### config.mk
export PLATFORM = sky130hd
export DESIGN_NAME = branch_update_queue
export DESIGN_NICKNAME = d
export VERILOG_FILES = /design/src/rtl/bpu_defs_pkg.sv /design/src/rtl/bpu_sync_fifo.sv /design/src/rtl/branch_update_queue.sv
export SDC_FILE = /design/constraint.sdc
export NUM_CORES = 1
export LEC_CHECK = 0
export ABC_AREA = 1
export BUFFER_PORTS_ARGS = -buffer_cell sky130_fd_sc_hd__buf_2
export CAP_MARGIN = 20
export CORE_MARGIN = 2
export CORE_UTILIZATION = 53
export CTS_CLUSTER_DIAMETER = 50
export DETAILED_ROUTE_END_ITERATION = 6
export PLACE_DENSITY = 0.8
export SYNTH_ARGS = -nofsm -noshare
export SYNTH_HDL_FRONTEND = slang
export SYNTH_SLANG_ARGS = --single-unit
### constraint.sdc
create_clock -name clk -period 3 [get_ports clk]
set_input_delay 0.45 -clock clk [delete_from_list [all_inputs] [get_ports clk]]
set_output_delay 0.45 -clock clk [all_outputs]
set_load 0.01 [all_outputs]
### src/rtl/bpu_defs_pkg.sv
// Definitions shared by the bimodal predictor and its update queue.
// Fixes the PC width and the bit layout of an update-info word: {pc, taken}.
package bpu_defs;

    localparam int PC_WIDTH  = 32;
    localparam int INFO_W    = PC_WIDTH + 1;

    // taken sits in bit 0, the pc occupies bits PC_WIDTH:1
    localparam int TAKEN_BIT = 0;
    localparam int PC_LSB    = 1;
    localparam int PC_MSB    = PC_WIDTH;

    typedef logic [INFO_W-1:0] bpu_info_t;

    function automatic bpu_info_t bpu_pack_info(input logic [PC_WIDTH-1:0] pc, input logic taken);
        bpu_info_t info;
        info            = '0;
        info[PC_MSB:PC_LSB] = pc;
        info[TAKEN_BIT] = taken;
        return info;
    endfunction

    function automatic logic [PC_WIDTH-1:0] bpu_info_pc(input bpu_info_t info);
        return info[PC_MSB:PC_LSB];
    endfunction

    function automatic logic bpu_info_taken(input bpu_info_t info);
        return info[TAKEN_BIT];
    endfunction

endpackage

### src/rtl/bpu_sync_fifo.sv
// Generic synchronous FIFO with wrap-bit pointers, flush and full/empty flags.
// Storage is not reset; only the pointers are, so stale entries are never visible.
module bpu_sync_fifo #(
    parameter int DATA_W     = 33,
    parameter int DEPTH_EXP2 = 2
) (
    input  logic              clk_i,
    input  logic              rst_i,
    input  logic              flush_i,
    input  logic              push_i,
    input  logic [DATA_W-1:0] wdata_i,
    input  logic              pop_i,
    output logic [DATA_W-1:0] rdata_o,
    output logic              full_o,
    output logic              empty_o
);

    localparam int DEPTH = 1 << DEPTH_EXP2;
    localparam int PTR_W = DEPTH_EXP2 + 1;

    logic [PTR_W-1:0]  wptr_q, wptr_d;
    logic [PTR_W-1:0]  rptr_q, rptr_d;
    logic [DATA_W-1:0] mem_q [DEPTH];
    logic              do_push;
    logic              do_pop;

    assign full_o  = (wptr_q[DEPTH_EXP2-1:0] == rptr_q[DEPTH_EXP2-1:0]) &&
                     (wptr_q[DEPTH_EXP2] != rptr_q[DEPTH_EXP2]);
    assign empty_o = (wptr_q == rptr_q);

    // flush wins over any same-cycle push or pop
    assign do_push = push_i && !full_o && !flush_i;
    assign do_pop  = pop_i && !empty_o && !flush_i;

    assign rdata_o = mem_q[rptr_q[DEPTH_EXP2-1:0]];

    always_comb begin
        wptr_d = wptr_q;
        rptr_d = rptr_q;
        if (flush_i) begin
            wptr_d = '0;
            rptr_d = '0;
        end else begin
            if (do_push) wptr_d = wptr_q + PTR_W'(1);
            if (do_pop)  rptr_d = rptr_q + PTR_W'(1);
        end
    end

    always_ff @(posedge clk_i) begin
        if (rst_i) begin
            wptr_q <= '0;
            rptr_q <= '0;
        end else begin
            wptr_q <= wptr_d;
            rptr_q <= rptr_d;
        end
    end

    always_ff @(posedge clk_i) begin
        if (do_push) mem_q[wptr_q[DEPTH_EXP2-1:0]] <= wdata_i;
    end

endmodule

### src/rtl/branch_update_queue.sv
// Buffers resolved conditional branches and drains them as {pc, taken} predictor updates.
// Optional statistics counters are built only when BPU_UPDATE_STATS_EN is defined.
module branch_update_queue #(
    parameter int PC_WIDTH   = bpu_defs::PC_WIDTH,
    parameter int DEPTH_EXP2 = 2,
    parameter int CNT_WIDTH  = 32
) (
    input  logic                 clk,
    input  logic                 rst,
    input  logic                 flush,
    input  logic                 resolve_valid,
    output logic                 resolve_ready,
    input  logic [PC_WIDTH-1:0]  resolve_pc,
    input  logic                 resolve_taken,
    input  logic                 resolve_is_cond,
    input  logic                 resolve_mispredict,
    output logic                 update_valid,
    input  logic                 update_ready,
    output logic [PC_WIDTH:0]    update_instr_info,
    output logic [CNT_WIDTH-1:0] stat_branch_cnt,
    output logic [CNT_WIDTH-1:0] stat_mispredict_cnt
);

    import bpu_defs::*;

    logic            fifo_full;
    logic            fifo_empty;
    logic            push;
    logic            pop;
    logic [PC_WIDTH:0] push_data;

    // Non-conditional beats still handshake; they just never reach storage.
    assign resolve_ready = !fifo_full;
    assign update_valid  = !fifo_empty;
    assign push          = resolve_valid && resolve_ready && resolve_is_cond && !flush;
    assign pop           = update_valid && update_ready && !flush;

    always_comb begin
        push_data                 = '0;
        push_data[PC_WIDTH:PC_LSB] = resolve_pc;
        push_data[TAKEN_BIT]      = resolve_taken;
    end

    bpu_sync_fifo #(
        .DATA_W     (PC_WIDTH + 1),
        .DEPTH_EXP2 (DEPTH_EXP2)
    ) u_fifo (
        .clk_i   (clk),
        .rst_i   (rst),
        .flush_i (flush),
        .push_i  (push),
        .wdata_i (push_data),
        .pop_i   (pop),
        .rdata_o (update_instr_info),
        .full_o  (fifo_full),
        .empty_o (fifo_empty)
    );

`ifdef BPU_UPDATE_STATS_EN
    logic [CNT_WIDTH-1:0] br_cnt_q, br_cnt_d;
    logic [CNT_WIDTH-1:0] mp_cnt_q, mp_cnt_d;

    // Saturating counters; flush deliberately leaves them alone.
    always_comb begin
        br_cnt_d = br_cnt_q;
        mp_cnt_d = mp_cnt_q;
        if (push) begin
            if (br_cnt_q != '1) br_cnt_d = br_cnt_q + CNT_WIDTH'(1);
            if (resolve_mispredict && (mp_cnt_q != '1)) mp_cnt_d = mp_cnt_q + CNT_WIDTH'(1);
        end
    end

    always_ff @(posedge clk) begin
        if (rst) begin
            br_cnt_q <= '0;
            mp_cnt_q <= '0;
        end else begin
            br_cnt_q <= br_cnt_d;
            mp_cnt_q <= mp_cnt_d;
        end
    end

    assign stat_branch_cnt     = br_cnt_q;
    assign stat_mispredict_cnt = mp_cnt_q;
`else
    logic unused_mispredict;

    assign unused_mispredict   = resolve_mispredict;
    assign stat_branch_cnt     = '0;
    assign stat_mispredict_cnt = '0;
`endif

endmodule

# Word-level counts from Yosys, hierarchy flattened
# Memories as Yosys holds them, arrays and structs flattened. A register that Yosys moved wholly into a read port is not among the register bits.
# Index checks and enable logic that the tools add are counted.
# totals
ff_bits	6
latchBits	0
mem_bits_rw	132
romBits	0
word_cells	26
mem_count	1
# op_classes
addsub	2
mul	0
n_div	0
magnitude_cmp	0
eq_ne	3
shift	0
muxes	4
bitwise_logic	0
n_reduce_logical	14
# memory_table
memory	depth	word_bits	rd	rd_clocked_by_memory_dff	write_ports	line	rtl
u_fifo.mem_q	4	33	1	1	1	bpu_sync_fifo.sv:23	logic [DATA_W-1:0] mem_q [DEPTH];
# op_table
cell	n
1-bit logical AND	10
3-bit by 1-bit adder with 3-bit output, second input constant	2
2-bit two-way mux	2
3-bit equality test	1
1-bit zero test	3
2-bit equality test	1
1-bit two-way mux	2
2-bit OR reduction	1
1-bit inequality test	1

# Longest topological paths before layout
# Gate-level depths: netlist of the first run.
# logic_depth
depth_word	10
mapped_depth	7
mapped_depth_nobuf	7

# Cells and area by module
# From an unflattened synthesis of the first run, not the netlist that was laid out.
# hier_totals
hier_cells	470
hier_area_um2	5898.2
# by_module_without_submodules
mod	instances	cells_each	area_per_inst_um2	seq_area_each_um2
bpu_sync_fifo	1	397	5378.9	4124.0
branch_update_queue	1	73	519.2	0.0

# Least setup slack after synthesis of the first run
# Ideal clock, no wire load.
# synth_path
kind	input-to-reg
start	input port flush
end	memory u_fifo.mem_q[3][0], enable pin
t_arrival_ns	2.234
t_required_ns	2.577
setup_slack_ns	0.342
path_stages	3
path_cell_list	and3b_1 -> nand2_4 -> nor2_1
# synth_between
elab_chain_cells	6
# synth_lines
element	line	rtl
start, declared	branch_update_queue.sv:10	input logic flush,
1-bit zero test *	bpu_sync_fifo.sv:32, branch_update_queue.sv:35	
1-bit logical AND	branch_update_queue.sv:35	assign push = resolve_valid && resolve_ready && resolve_is_cond && !flush;
1-bit logical AND	bpu_sync_fifo.sv:32	assign do_push = push_i && !full_o && !flush_i;
1-bit logical AND *	bpu_sync_fifo.sv:32	
1-bit two-way mux *	bpu_sync_fifo.sv:60	if (do_push) mem_q[wptr_q[DEPTH_EXP2-1:0]] <= wdata_i;
1-bit two-way mux (not written as such) *	bpu_sync_fifo.sv:60	
end, declared	bpu_sync_fifo.sv:23	
# Every way passes the cells marked *; elsewhere a longest branch is shown, timed or not.

==> results of run 1 <==
## final timing paths
check,start,end,cells after the start
max,flip-flop,update_instr_info[23],5
min,resolve_pc[31],u_fifo.mem_q[1][32]$_DFFE_PP_,1
max reg2reg,u_fifo.wptr_q[0]$_SDFFE_PP0P_,u_fifo.mem_q[0][25]$_DFFE_PP_,7
min reg2reg,u_fifo.rptr_q[1]$_SDFFE_PP0P_,u_fifo.rptr_q[1]$_SDFFE_PP0P_,2
## stage by stage
stage,hold slack [ns],worst slack (ns),cells
3_3_place_gp,0.500,0.946,655
5_1_grt,0.117,0.299,687
4_1_cts,0.117,0.398,687
2_1_floorplan,0.483,0.342,516
3_5_place_dp,0.509,0.924,655
6_report,0.139,0.386,687
## cell usage in the layout (no fill, tap or decap), drive strengths merged
cell	Yosys	routed
nand3	8	8
o22ai	33	33
ha	5	5
and3b	1	1
xor2	2	2
bufinv	0	2
dfxtp	8	8
nor2	72	72
o21ai	66	66
clkinv	0	5
conb	1	64
edfxtp	132	132
buf	74	83
nand2	20	20
inv	14	15
a21oi	7	7
clkbuf	10	17
clkinvlp	0	7
## critical path: cells and delay by family (launching register included)
family          cells  cell delay, ns
compound gates      2            0.33
flops               1            0.32
buf+inv             3            0.99
## Yosys cell counts
cell / number
sky130_fd_sc_hd__nand2_4: 1
sky130_fd_sc_hd__xor2_1: 2
sky130_fd_sc_hd__nand2_1: 14
sky130_fd_sc_hd__buf_6: 1
sky130_fd_sc_hd__inv_2: 3
sky130_fd_sc_hd__clkbuf_1: 10
sky130_fd_sc_hd__o22ai_1: 33
sky130_fd_sc_hd__nor2_1: 72
sky130_fd_sc_hd__and3b_1: 1
sky130_fd_sc_hd__nand3_2: 1
sky130_fd_sc_hd__dfxtp_1: 8
sky130_fd_sc_hd__conb_1: 1
sky130_fd_sc_hd__buf_2: 6
sky130_fd_sc_hd__edfxtp_1: 132
sky130_fd_sc_hd__o21ai_1: 7
sky130_fd_sc_hd__buf_4: 67
sky130_fd_sc_hd__inv_1: 11
sky130_fd_sc_hd__nand3_1: 6
sky130_fd_sc_hd__a21oi_1: 7
sky130_fd_sc_hd__nand3_4: 1
sky130_fd_sc_hd__ha_1: 5
sky130_fd_sc_hd__nand2_2: 5
sky130_fd_sc_hd__o21ai_0: 59
## flip-flops by register name, summed over array words and instances, names as in the netlist, named ones only
register and flops:
u_fifo.wptr_q 3, u_fifo.mem_q 132, u_fifo.rptr_q 3
## layer usage
layer	wire (um)	track usage [%]
met5	0	0
met4	125	7.42
met3	914	7.05
met2	5210	31.4
met1	4330	22.1
## power by group through the flow
stage	Combinational, uW	Clock, uW	Sequential (uW)
finish	135	1940	2160
global route	155	2060	2160
CTS	134	1970	2160
detailed placement	134	0	2200
global placement	129	0	2200
floorplan	132	0	2200
## cell type report
cell class | count | share of cell area, %
Clock buffer | 17 | 6.17
Clock inverter | 15 | 2.22
Inverter | 14 | 0.783
Multi-Input combinational cell | 278 | 20.2
Sequential cell | 140 | 61.5
Tap cell | 140 | 2.61
Timing Repair Buffer | 83 | 6.56
## logic make-up (layout without fill, tap and decap cells)
group / after synthesis / after routing / share of synthesized area (%)
flip-flops: 140 / 140 / 70.5
XOR/XNOR: 2 / 2 / 0.300
adder cells (fa/ha/maj): 5 / 5 / 1.07
AND/OR/NAND/NOR: 101 / 101 / 7.38
other: 1 / 64 / 0.0642
AO/OA/AOI/OAI: 106 / 106 / 9.78
buffers and inverters: 98 / 129 / 10.9
==> results.md, run 1 <==
- Outcome: finished clean
- Vias in the first global route: 3419
- Die Outline Area: 11900 um2
- Initial Utilization: 54.2%
- Data arrival time of the critical path: 2.16 ns
- First-pass GRT wire length: 16.3 mm
- Post-synthesis instance area: 5850 um2
- Routed length per placed instance: 15.4 um
- Sink count of the clock tree: 140
- RSZ-0062 raised after global routing: false
- Ratio of cells with drive above 1 in the final layout: 23.8%
- Core Util, Final: 62.2%
- Data required, critical path: 2.55 ns
- Post-detailed-routing wire length: 10.6 mm
- Synthesis-to-layout area growth: 14.8%
- Count of final hold-check violations: 0
- Post-layout power: 4240 uW
- Count of final setup violators: 0
- Post-route DRC violation count: 0
- Placed instance area: 6150 um2
- Standard cell with the maximum stage delay on the critical path: sky130_fd_sc_hd__inv_2
- # Max-Cap Violations: 0
- Crit-path max FO: 41
- Core area: 10800 um2
- Power density over the cells: 631 nW/um2
- Synthesized flop and latch total: 140
- Weighted congestion reported at the end of routability-driven placement: 0.765
- Worst clock skew on the final layout: 0.00595 ns
- Worst Tran Pin Value: 0.683 ns
- Antenna violations before repair: 0
- TritonCTS clock tree: yes
- Post-route cell area: 6710 um2
- Crit share post-route: 87.1%
- Largest net degree at the start of global routing: 67
- All-layer global routing usage: 18.8%
- Cts-stage hold buffer count: 0
- Relative slew margins: 54.4%
- Clock transition at the registers of the reported paths: 0.06 ns
- First-iteration detailed-routing DRC count: 226
- Critical Path Source Type: flip-flop
- Highest clock frequency the design can meet: 0.383 GHz
- CTS max path bufs: 2
- Post-layout minimum cycle time: 2.61 ns
- Number of max-slew violations in the final report: 0
- Worst Setup End Kind: output port
- Library cell used as clock root buffer: sky130_fd_sc_hd__clkbuf_8
- YS warnings: 0
- Number of iterations in the first detailed-routing pass: 5
- Standard-cell row count: 38
- Register-to-Register Setup Slack: 1.11 ns
- Antenna-violating nets left: 0
- Cell Chain, Critical Path: inv_2, buf_4, o21ai_0, o22ai_1, buf_2
- Total internal power: 3360 uW
- Clock network fraction of design power: 45.9%
- Buffers inserted by post-CTS timing repair: 0
- CTS HTree Levels: 4
- Static Leak: 0.00250 uW
- Net switching power of the design: 871 uW
- FF/Latch Area: 4130 um2
- Sequential share of power: 50.9%
- I/O pin total: 139
- Final net count: 579
- Die Wd: 109 um
- Dominant cells by area after synthesis: sky130_fd_sc_hd__edfxtp_1, sky130_fd_sc_hd__buf_4, sky130_fd_sc_hd__o21ai_0, sky130_fd_sc_hd__nor2_1, sky130_fd_sc_hd__o22ai_1
- PostCTS Resize Cnt: 0
- Vias after detailed routing: 3529
- Die height: 109 um
- Port-buffer cells: 73
- Sequential cell area fraction in the yosys report: 70.5%
- Post-DR vias/cell: 5.14
- Highest cell delay on the worst timing path: 0.49 ns
- Insertion delay of the later-clocked pin in the worst-skew pair: 0.52 ns
- Switching part of the total power: 20.6%
- Total clock buffers created by CTS: 17
- Avg Synthesized Cell Area: 12.9 um2
- Fraction of synthesized cell area taken by the top area cell type: 67.8%
- # fillers: 793
- Dominant cell type by area after synthesis: sky130_fd_sc_hd__edfxtp_1
- Residual overflow from global routing: 0
- Number of instances in the synthesized netlist: 453
- Setup TNS after final layout: 0 ns
- Peak VDD IR: 508 uV
- Total half-perimeter wirelength after legalization and detailed placement: 6.28 mm
- Path class of the lowest-slack min-delay path: input pin to flip-flop
- Logic pwr share: 3.2%
- Cell variety after synth: 23
- Setup Crit Path Kind: flip-flop to output port
- Number of antenna cells inserted: 0
- Area of the multi-input gates: 1350 um2
(Power assumes the default switching activity.)
==> inputs of run 2 (changes only) <==
Settings changed: CORE_ASPECT_RATIO set to 0.5.
==> results.md, run 2 (synthesis results as in run 1) <==
- Worst Tran Pin Value: 0.639 ns
- Switching part of the total power: 19.6%
- Net switching power of the design: 822 uW
- All-layer global routing usage: 19.0%
- Residual overflow from global routing: 0
- CTS HTree Levels: 4
- Cts-stage hold buffer count: 0
- Peak VDD IR: 426 uV
- Crit share post-route: 79.6%
- PostCTS Resize Cnt: 0
- Data arrival time of the critical path: 1.94 ns
- PnR worst setup slack: 0.611 ns
- Number of antenna cells inserted: 0
- Setup slack at placement: 0.916 ns
- Most frequent cells in the layout: sky130_fd_sc_hd__edfxtp_1, sky130_fd_sc_hd__buf_2, sky130_fd_sc_hd__nor2_1, sky130_fd_sc_hd__conb_1, sky130_fd_sc_hd__o21ai_0
- Relative slew margins: 57.4%
- Count of final setup violators: 0
- Insertion delay of the later-clocked pin in the worst-skew pair: 0.41 ns
- Final net count: 579
- Post-detailed-routing wire length: 11.2 mm
- Worst clock skew on the final layout: 0.00616 ns
- Core area: 10900 um2
- Largest net degree at the start of global routing: 67
- Antenna violations before repair: 0
- Routed length per placed instance: 16.2 um
- Post-layout power: 4200 uW
- Sequential share of power: 51.3%
- Worst Setup End Kind: output port
- Core Util, Final: 61.7%
- Total half-perimeter wirelength after legalization and detailed placement: 6.29 mm
- Clock network fraction of design power: 45.4%
- Count of final hold-check violations: 0
- Initial Utilization: 53.7%
- Antenna-violating nets left: 0
- Standard-cell row count: 27
- Post-route DRC violation count: 0
- Buffers inserted by post-CTS timing repair: 0
- Vias in the first global route: 3430
- TritonCTS clock tree: yes
- Vias after detailed routing: 3624
- # fillers: 793
- Number of max-slew violations in the final report: 0
- Path class of the lowest-slack min-delay path: input pin to flip-flop
- Data required, critical path: 2.55 ns
- Setup TNS after final layout: 0 ns
- Library cell used as clock root buffer: sky130_fd_sc_hd__clkbuf_16
- Highest clock frequency the design can meet: 0.419 GHz
- Die Outline Area: 11900 um2
- Setup Crit Path Kind: flip-flop to output port
- Power density over the cells: 626 nW/um2
- Crit-path max FO: 66
- Area of the multi-input gates: 1350 um2
- Placed instance area: 6180 um2
- Total clock buffers created by CTS: 17
- Logic pwr share: 3.3%
- First-pass GRT wire length: 17.1 mm
- First-iteration detailed-routing DRC count: 335
- Critical Path Source Type: flip-flop
- Clock transition at the registers of the reported paths: 0.05 ns
- # Max-Cap Violations: 0
- CTS max path bufs: 2
- Most common cell after layout, fill and taps aside: sky130_fd_sc_hd__edfxtp_1
- Synthesis-to-layout area growth: 14.9%
- Number of iterations in the first detailed-routing pass: 5
- Weighted congestion reported at the end of routability-driven placement: 0.714
- Post-layout minimum cycle time: 2.39 ns
- Outcome: finished clean
- Sink count of the clock tree: 140
- Port-buffer cells: 73
- FF/Latch Area: 4130 um2
- I/O pin total: 139
- Post-route cell area: 6710 um2
- RSZ-0062 raised after global routing: false
- Total internal power: 3380 uW
- Die height: 78.3 um
- Post-DR vias/cell: 5.25
- Die Wd: 153 um
- Static Leak: 0.00253 uW
- Ratio of cells with drive above 1 in the final layout: 22.6%
- Max reg flops: 132
run 2: cell count changes in the layout (fill, tap and decap cells not counted):
cell                         change
sky130_fd_sc_hd__buf_12          +2
sky130_fd_sc_hd__buf_4           -2
sky130_fd_sc_hd__clkbuf_1        +1
sky130_fd_sc_hd__clkbuf_16       +1
sky130_fd_sc_hd__clkbuf_8        -1
sky130_fd_sc_hd__clkinv_1        +4
sky130_fd_sc_hd__clkinv_2        +1
sky130_fd_sc_hd__clkinv_4        -1
sky130_fd_sc_hd__clkinvlp_4      -6
sky130_fd_sc_hd__inv_6           -1
run 2: worst max-delay path: stages, from the launching register on:
cell                      delay, ns
sky130_fd_sc_hd__dfxtp_2       0.33
sky130_fd_sc_hd__buf_4         0.52
sky130_fd_sc_hd__o21ai_0       0.24
sky130_fd_sc_hd__o22ai_1       0.23
sky130_fd_sc_hd__buf_2         0.18
run 2: area by class of cell:
class | count | share of cell area [%]
Inverter | 14 | 0.783
Clock buffer | 18 | 6.39
Tap cell | 145 | 2.70
Multi-Input combinational cell | 278 | 20.2
Timing Repair Buffer | 83 | 6.93
Clock inverter | 12 | 1.58
Sequential cell | 140 | 61.4
run 2: worst paths after layout:
kind | depth (start not counted) | end | start | slack, ns
worst min register to register | 2 | u_fifo.wptr_q[2]$_SDFFE_PP0P_ | u_fifo.wptr_q[2]$_SDFFE_PP0P_ | 0.53
worst max register to register | 7 | u_fifo.mem_q[0][28]$_DFFE_PP_ | u_fifo.wptr_q[0]$_SDFFE_PP0P_ | 1.09
worst max-delay path | 4 | update_instr_info[8] | flip-flop | 0.61
worst min-delay path | 1 | u_fifo.mem_q[3][18]$_DFFE_PP_ | resolve_pc[17] | 0.26
run 2: routing by layer:
metal	GRT usage, %	share of wire (%)	wire, um	vias to the layer above
met3	6.13	7.2	806	26
met2	33.2	51	5700	197
met5	0	0	0	-
met1	22.0	40	4420	1734
li1	-	-	-	1667
met4	8.33	2.3	253	0
run 2: power groups by stage:
| stage | Combinational (uW) | Sequential (uW) | Clock (uW) |
|---|---|---|---|
| floorplan | 132 | 2200 | 0 |
| global placement | 131 | 2200 | 0 |
| detailed placement | 135 | 2200 | 0 |
| CTS | 136 | 2160 | 1930 |
| global route | 150 | 2160 | 2020 |
| finish | 138 | 2160 | 1910 |
run 2: metrics by stage:
step / hold WS [ns] / cells
2_1_floorplan: 0.483 / 516
3_3_place_gp: 0.505 / 660
3_5_place_dp: 0.517 / 660
4_1_cts: 0.237 / 690
5_1_grt: 0.239 / 690
6_report: 0.255 / 690
